`config.mk`:
```
export PLATFORM = sky130hd
export DESIGN_NAME = updown_mod_counter
export DESIGN_NICKNAME = d
export VERILOG_FILES = /design/src/rtl/updown_counter_pkg.sv /design/src/rtl/tick_divider.sv /design/src/rtl/updown_mod_counter.sv
export SDC_FILE = /design/constraint.sdc
export NUM_CORES = 1
export LEC_CHECK = 0
export CAP_MARGIN = 20
export CORE_AREA = 2 2 55 57
export DETAILED_ROUTE_END_ITERATION = 6
export DIE_AREA = 0 0 57 59
export PLACE_DENSITY = 0.8
export REMOVE_ABC_BUFFERS = 1
export SLEW_MARGIN = 10
export SYNTH_ARGS = -nofsm -noshare
export SYNTH_HDL_FRONTEND = slang
export SYNTH_SLANG_ARGS = --single-unit
```
`constraint.sdc`:
```
create_clock -name clk -period 1.8 [get_ports clk]
set_clock_uncertainty 0.1 [all_clocks]
set_input_delay 0.45 -clock clk [delete_from_list [all_inputs] [get_ports clk]]
set_output_delay 0.45 -clock clk [all_outputs]
set_load 0.02 [all_outputs]
```
`src/rtl/updown_counter_pkg.sv`:
```
// Shared constants and helpers for the up/down modulo counter family.
// Provides default sizing, the load-value clamp and the MODULUS/WIDTH legality rule.
package updown_counter_pkg;

    localparam int default_width      = 8;
    localparam int default_modulus    = 256;
    localparam int default_prescale_w = 4;

    // Helpers operate at a fixed wide width; callers truncate to their own WIDTH.
    localparam int clamp_w = 32;

    function automatic logic [clamp_w-1:0] clamp_val(
        input logic [clamp_w-1:0] value,
        input logic [clamp_w:0]   modulus
    );
        logic [clamp_w:0] wide_s;
        logic [clamp_w:0] top_s;
        wide_s = {1'b0, value};
        top_s  = modulus - (clamp_w + 1)'(1);
        if (wide_s >= modulus) begin
            clamp_val = top_s[clamp_w-1:0];
        end else begin
            clamp_val = value;
        end
    endfunction

    function automatic bit modulus_legal(input int width, input longint modulus);
        bit ok_s;
        ok_s = (width >= 32'sd2) && (width <= 32'sd31) &&
               (modulus >= 64'sd2) && (modulus <= (64'sd1 <<< width));
        return ok_s;
    endfunction

endpackage

```
`src/rtl/tick_divider.sv`:
```
// Programmable prescaler: emits a one-cycle tick every prescale+1 enabled cycles.
// clear restarts the count and suppresses the tick on that edge.
module tick_divider
    import updown_counter_pkg::*;
#(
    parameter int PRESCALE_W = default_prescale_w
) (
    input  logic                  clk,
    input  logic                  rst,
    input  logic                  en,
    input  logic                  clear,
    input  logic [PRESCALE_W-1:0] prescale,
    output logic                  tick
);

    logic [PRESCALE_W-1:0] psc_r;
    logic                  tick_s;

    // Compare against the live setting so a lowered prescale fires on the next enabled cycle.
    always_comb begin
        tick_s = 1'b0;
        if (en && !clear && (psc_r >= prescale)) begin
            tick_s = 1'b1;
        end else begin
            tick_s = 1'b0;
        end
    end

    // Prescale counter: cleared by load or tick, frozen while disabled.
    always_ff @(posedge clk or posedge rst) begin
        if (rst) begin
            psc_r <= '0;
        end else if (clear) begin
            psc_r <= '0;
        end else if (en) begin
            if (tick_s) begin
                psc_r <= '0;
            end else begin
                psc_r <= psc_r + PRESCALE_W'(1);
            end
        end else begin
            psc_r <= psc_r;
        end
    end

    assign tick = tick_s;

endmodule

```
`src/rtl/updown_mod_counter.sv`:
```
// Modulo-MODULUS up/down counter with prescaler, synchronous clamped load, tc and wrap pulse.
// Define UPDOWN_COUNTER_SAT_EN to saturate at the bounds instead of wrapping (wrap then stays 0).
module updown_mod_counter
    import updown_counter_pkg::*;
#(
    parameter int WIDTH      = default_width,
    parameter int MODULUS    = default_modulus,
    parameter int PRESCALE_W = default_prescale_w
) (
    input  logic                  clk,
    input  logic                  rst,
    input  logic                  en,
    input  logic                  up,
    input  logic                  load,
    input  logic [WIDTH-1:0]      load_val,
    input  logic [PRESCALE_W-1:0] prescale,
    output logic [WIDTH-1:0]      q,
    output logic                  tc,
    output logic                  wrap
);

    if (!modulus_legal(WIDTH, longint'(MODULUS))) begin : g_bad_modulus
        $error("updown_mod_counter: MODULUS must satisfy 2 <= MODULUS <= 2**WIDTH");
    end

    // Held WIDTH bits wide so MODULUS == 2**WIDTH yields all-ones, not an overflowed compare.
    localparam logic [WIDTH-1:0] max_val = WIDTH'(MODULUS - 1);

    logic [WIDTH-1:0] q_r;
    logic             wrap_r;
    logic             tick_s;
    logic [WIDTH-1:0] load_clamped_s;
    logic [WIDTH-1:0] next_q_s;
    logic             next_wrap_s;

    tick_divider #(
        .PRESCALE_W (PRESCALE_W)
    ) u_tick_divider (
        .clk      (clk),
        .rst      (rst),
        .en       (en),
        .clear    (load),
        .prescale (prescale),
        .tick     (tick_s)
    );

    assign load_clamped_s = WIDTH'(clamp_val(clamp_w'(load_val), (clamp_w + 1)'(MODULUS)));

    // Step result for the direction sampled on this edge.
    always_comb begin
        next_q_s    = q_r;
        next_wrap_s = 1'b0;
        if (up) begin
            if (q_r == max_val) begin
`ifdef UPDOWN_COUNTER_SAT_EN
                next_q_s    = q_r;
                next_wrap_s = 1'b0;
`else
                next_q_s    = '0;
                next_wrap_s = 1'b1;
`endif
            end else begin
                next_q_s    = q_r + WIDTH'(1);
                next_wrap_s = 1'b0;
            end
        end else begin
            if (q_r == '0) begin
`ifdef UPDOWN_COUNTER_SAT_EN
                next_q_s    = q_r;
                next_wrap_s = 1'b0;
`else
                next_q_s    = max_val;
                next_wrap_s = 1'b1;
`endif
            end else begin
                next_q_s    = q_r - WIDTH'(1);
                next_wrap_s = 1'b0;
            end
        end
    end

    // Count register: reset > load > step > hold; wrap only survives a wrapping step.
    always_ff @(posedge clk or posedge rst) begin
        if (rst) begin
            q_r    <= '0;
            wrap_r <= 1'b0;
        end else if (load) begin
            q_r    <= load_clamped_s;
            wrap_r <= 1'b0;
        end else if (tick_s) begin
            q_r    <= next_q_s;
            wrap_r <= next_wrap_s;
        end else begin
            q_r    <= q_r;
            wrap_r <= 1'b0;
        end
    end

    // Terminal count is purely combinational so it tracks a direction change immediately.
    always_comb begin
        tc = 1'b0;
        if (up) begin
            tc = (q_r == max_val);
        end else begin
            tc = (q_r == '0);
        end
    end

    assign q    = q_r;
    assign wrap = wrap_r;

endmodule
```
### Word-level counts from Yosys, hierarchy flattened

Cells that the tools add are included.

| storage, ports and cells | value |
|---|---|
| logic and storage cells | 29 |
| register bits after elaboration | 13 |
| output and inout bits | 10 |
| input bits | 17 |

| cells by class | value |
|---|---|
| mux-type cells | 15 |
| reduce and logical (&&, ||, !) cells | 6 |
| add/sub/neg operators | 3 |
| eq/ne operators | 1 |
| magnitude comparators | 1 |

Operator list:

| operator | number |
|---|---|
| 8-bit 2-to-1 mux | 5 |
| 4-bit 2-to-1 mux | 3 |
| 8-bit by 1-bit adder with 8-bit output, second input constant | 1 |
| 8-bit == test, second input constant | 1 |
| 8-bit logical NOT | 1 |
| 8-bit by 1-bit subtractor with 8-bit output, second input constant | 1 |
| 1-bit 2-to-1 mux | 7 |
| 4-bit by 1-bit adder with 4-bit output, second input constant | 1 |
| 4-bit >= comparator | 1 |
| 2-bit nonzero test | 2 |
| 1-bit logical AND | 2 |
| 1-bit logical NOT | 1 |

### Logic depth before layout (Yosys ltp)

| depth | value |
|---|---|
| depth after elaboration | 7 |
| mapped depth | 8 |
| depth with buffers taken out | 7 |

### Hierarchy

A second synthesis with hierarchy kept.

| second synthesis, totals | value |
|---|---|
| cell total of the unflattened synthesis | 147 |
| area total of the unflattened synthesis | 1227.4 um^2 |

Modules (own cells, without submodules):

| module | area each (um^2) | seq. area each (um^2) | times used | cells an instance |
|---|---|---|---|---|
| updown_mod_counter | 872.1 | 225.2 | 1 | 109 |
| tick_divider | 355.3 | 100.1 | 1 | 38 |

### Least setup slack after synthesis

No wires, ideal clock.

| timing path | value |
|---|---|
| path type | reg-to-output |
| from | reg q_r[0], in the netlist q[0] |
| to | out tc |
| data arrival time | 1497 ps |
| setup slack | -247 ps |
| buffers on the path | 0 |
| required time | 1250 ps |
| stages on the path, launching flop included | 6 |
| cells stage by stage | dfrtp_1 ha_1 nand3_1 nand2b_1 or2_1 nand2_1 |

| between the ends | value |
|---|---|
| word-level cells in the longest chain between the ends | 2 |
| elaborated cells on any way between the ends | 3 |
| classes of those cells | eq/ne (1); mux (1); reduce/logical (1) |

RTL lines:

| item | line | RTL |
|---|---|---|
| from (decl) | updown_mod_counter.sv:29 | `logic [WIDTH-1:0] q_r;` |
| from (signal assigned) | updown_mod_counter.sv:88 | `q_r <= load_clamped_s;` |
| from (signal assigned) | updown_mod_counter.sv:91 | `q_r <= next_q_s;` |
| from (signal assigned) | updown_mod_counter.sv:94 | `q_r <= q_r;` |
| 8-bit == test / 8-bit logical NOT (equally long branches) | updown_mod_counter.sv:103, updown_mod_counter.sv:105 |  |
| 1-bit 2-to-1 mux (*) | updown_mod_counter.sv:102 | `if (up) begin` |
| to (decl) | updown_mod_counter.sv:18 | `output logic tc,` |

Mark *: on every way between the ends. The rest lies on a longest branch, timed or not.

### Worst setup path in the final report

Same ends and word-level chain as after synthesis.

==> results.txt <==
The tools report the final standard cell count with taps included and fillers excluded as 241. After detailed routing, the number of remaining DRC violations is 0. The synthesized design spends more area on one cell type than any other, namely sky130_fd_sc_hd__dfrtp_1.

The final weighted congestion of routability-driven global placement came out at 0.878. The first-pass GRT wire length was 6.24 mm. Summed over all layers, the global routing overflow is 0. Counting the buffers created by CTS gives 3. After synthesis, the cell types taking the most area are sky130_fd_sc_hd__dfrtp_1, sky130_fd_sc_hd__ha_1, sky130_fd_sc_hd__nand2_1.

The fraction of the cycle the final worst path needs was 120%; the die outline height was 59 um. For the post-synthesis instance area, the log shows 0.00118 mm2. A synthesized cell averages 8.14 um2. The tools report the largest net degree at the start of global routing as 22. Among all flip-flop cells after synthesis, the most frequent one is sky130_fd_sc_hd__dfrtp_1. Critical path class: register to primary output.

The flow ran to the end, but the final reports show violations. Clock-pin slew was measured on the worst setup and hold paths at 0.08 ns. Compared with the post-synthesis result, the final layout area differs by 74.4%. CTS saw 13 sinks. Across every metal layer, demand over resource in global routing totals 24.4%.

The number of flops mapped to enable cells by yosys was 0; the first-pass detailed-route iteration total was 4. In this run the worst hold path is classified as input port to async pin. For the initial antenna violation count, the log shows 0. The endpoint of the most critical register-to-register path is q[6].

For the remaining antenna violation count after routing, the log shows 0. Cells fill 75.9% of the core in the end. Summed over all nets, the half-perimeter wirelength after detailed placement is 2.68 mm.

The run gives 227 as the total instance count after detailed placement. Across the VDD grid, the largest voltage drop is 0.454 mV. STA classifies the critical path startpoint as a register.

Synthesis produced a netlist whose cell count is 145. The tools report the number of filler cells placed in the layout as 189. The initialized floorplan defines 19 standard-cell rows. In this run the clock root is driven by a sky130_fd_sc_hd__clkbuf_4.

The synthesized netlist contains 42 unique library cells. The number of hold buffers added after cts is 0, and the number of cells on the worst reg-to-reg path is 9. The clock reaches the later pin of the worst-skew pair after 0.29 ns. For the max-cap check violation count, the log shows 0. In this run the worst path has a maximum fanout of 2. TritonCTS built the clock tree. The area taken by multi-input logic gates was 0.00101 mm2; the Yosys warning count was 0. The die covers 0.00336 mm2. Based on the critical path, the design can be clocked at up to 462 MHz. Setup violations remaining at the end of the flow were counted as 12. The wire length reported by the detailed router was 4.50 mm; the DRC violation total after the first TritonRoute iteration was 56. For the worst setup path, the data required time is 1.25 ns. After synthesis the netlist holds a flip-flop and latch count of 13.

The count of input and output buffers came out at 26. Of all flip-flops after synthesis, the portion carrying an async set or reset was 100%. Summing the sequential cell areas from Yosys gives 27.6% of the chip area. Setup repair after global routing could not meet its margin everywhere.

For the total count of max-transition violations in the final report, the log shows 0. The die width is 57 um. In this run the tightest slew margin relative to its limit is 53.9%. The final hold violation count was 0; the total vias in the final route was 1458.

Setup slack on the worst reg-to-reg path comes out at -0.32 ns. Using the TritonRoute via totals, the vias-per-cell ratio works out to 6.05. Summing internal, switching and leakage power gives 1.12 mW. The tools report the worst-case setup margin in the final layout as -0.366 ns.

The final antenna diode count was 0. The checks that failed: negative setup slack. The buffer levels on the longest clock path is 2, and the count of nets after finishing is 236. The power per cell area was 545 mW/mm2; the starting density of the core was 43.5%.

In this run the static leakage power is 0.871 nW. The top cell type by area accounts for 27.6% of the synthesized area. The measured slew at the worst slew-check pin works out to 0.685 ns.

The number of H-tree branching levels came out at 1. The tools report the number of global-route vias before repair as 1407. The top-level I/O count is 27.

Nature of the critical path endpoint: a primary output. Data on the critical path arrives at its endpoint at 1.62 ns. The area of the core region came out at 0.00271 mm2.

The post-route netlist has 47.6% of its cells at a drive strength greater than 1. In this run the critical register-to-register path is launched from q[0]. Counting I/O delays and the setup requirement, the final critical path takes 2.17 ns. After detailed routing, the average wire length per cell comes to 18.7 um.

The sequential cells in the finished layout cover a total of 327 um2.
[metal layers]
layer  GRT usage [%]  vias up  share of wire, %
met2            46.6       72                54
met4            12.0        0               5.3
met5               0        -                 0
met1            25.6      694                34
li1                -      667                 -
met3            4.37       25               6.6
[report_power, final]
part / switching (mW) / internal [mW]
sequential: 0.0322 / 0.316
clock: 0.105 / 0.0865
combinational: 0.299 / 0.282
[critical path, cell delays in order (launching register included)]
cell	delay [ns]
sky130_fd_sc_hd__dfrtp_1	0.44
sky130_fd_sc_hd__ha_4	0.19
sky130_fd_sc_hd__nand3_2	0.09
sky130_fd_sc_hd__nand2b_4	0.15
sky130_fd_sc_hd__or2_1	0.22
sky130_fd_sc_hd__nand2_1	0.10
sky130_fd_sc_hd__buf_6	0.12
[synthesized netlist by cell type (4+ instances only)]
master                      n
sky130_fd_sc_hd__nand2_1   14
sky130_fd_sc_hd__dfrtp_1   13
sky130_fd_sc_hd__inv_1     11
sky130_fd_sc_hd__a21oi_1   10
sky130_fd_sc_hd__nor2_1     9
sky130_fd_sc_hd__ha_1       8
sky130_fd_sc_hd__nor3_1     7
sky130_fd_sc_hd__nand3_1    6
sky130_fd_sc_hd__a211oi_1   5
sky130_fd_sc_hd__buf_2      5
sky130_fd_sc_hd__o21ai_1    5
sky130_fd_sc_hd__clkbuf_1   4
sky130_fd_sc_hd__nand2b_1   4
sky130_fd_sc_hd__o31ai_1    4
[worst max path at each step]
stage,startpoint,cells past startpoint,to
6_report,q[0],6,tc
5_1_grt,q[0],6,tc
4_1_cts,q[1],6,tc
3_5_place_dp,prescale[0],7,q[3]
3_3_place_gp,up,6,tc
2_1_floorplan,q[0],5,tc
[stage by stage]
| step | hold WS (ns) | setup TNS, ns | setup slack [ns] | cell area, um2 |
|---|---|---|---|---|
| after floorplan | 0.227 | -1.87 | -0.263 | 1120 |
| after global placement | 0.542 | -10.18 | -0.819 | 1700 |
| after detailed placement | 0.554 | -11.57 | -0.895 | 1700 |
| after CTS | 0.398 | -1.31 | -0.281 | 1950 |
| after global routing | 0.429 | -2.86 | -0.395 | 2060 |
| final | 0.385 | -1.88 | -0.366 | 2060 |
[area by class of cell]
type	count	share of cell area, %
Inverter	11	2.01
Timing Repair Buffer	72	29.9
Tap cell	31	1.88
Clock buffer	4	1.28
Sequential cell	13	15.9
Multi-Input combinational cell	110	49.1
[placed cells by master, fill, tap and decap left out, types with 6 or more instances in the layout]
master	Yosys	layout
sky130_fd_sc_hd__buf_4	1	38
sky130_fd_sc_hd__buf_6	1	7
sky130_fd_sc_hd__inv_1	11	6
sky130_fd_sc_hd__a21oi_1	10	8
sky130_fd_sc_hd__nand2_1	14	14
sky130_fd_sc_hd__clkdlybuf4s50_1	0	12
sky130_fd_sc_hd__dfrtp_1	13	12
sky130_fd_sc_hd__dlygate4sd2_1	0	7
[registers in the layout, indices dropped and copies added (netlist names)]
register	count
u_tick_divider.psc_r	4
q	8
wrap	1
[cell families (layout without fill, tap and decap cells)]
kind of cell               Yosys count  after routing  share of synthesized area [%]
and+or+nand+nor                     58             58                           26.9
buffers and inverters               22             87                           8.48
AOI/OAI and AO/OA                   37             37                           23.1
muxes                                2              2                           1.70
adders and majority gates            8              8                           8.48
DFF                                 13             13                           27.6
xor gates and xnor gates             5              5                           3.71
[repair_timing]
action / in CTS / in global routing
setup endpoints to repair: 22 / 19
gates resized for setup: 61 / 29
pin swaps: 25 / 9
setup buffers: 8 / 3
Power figures use the tool's default switching activity.
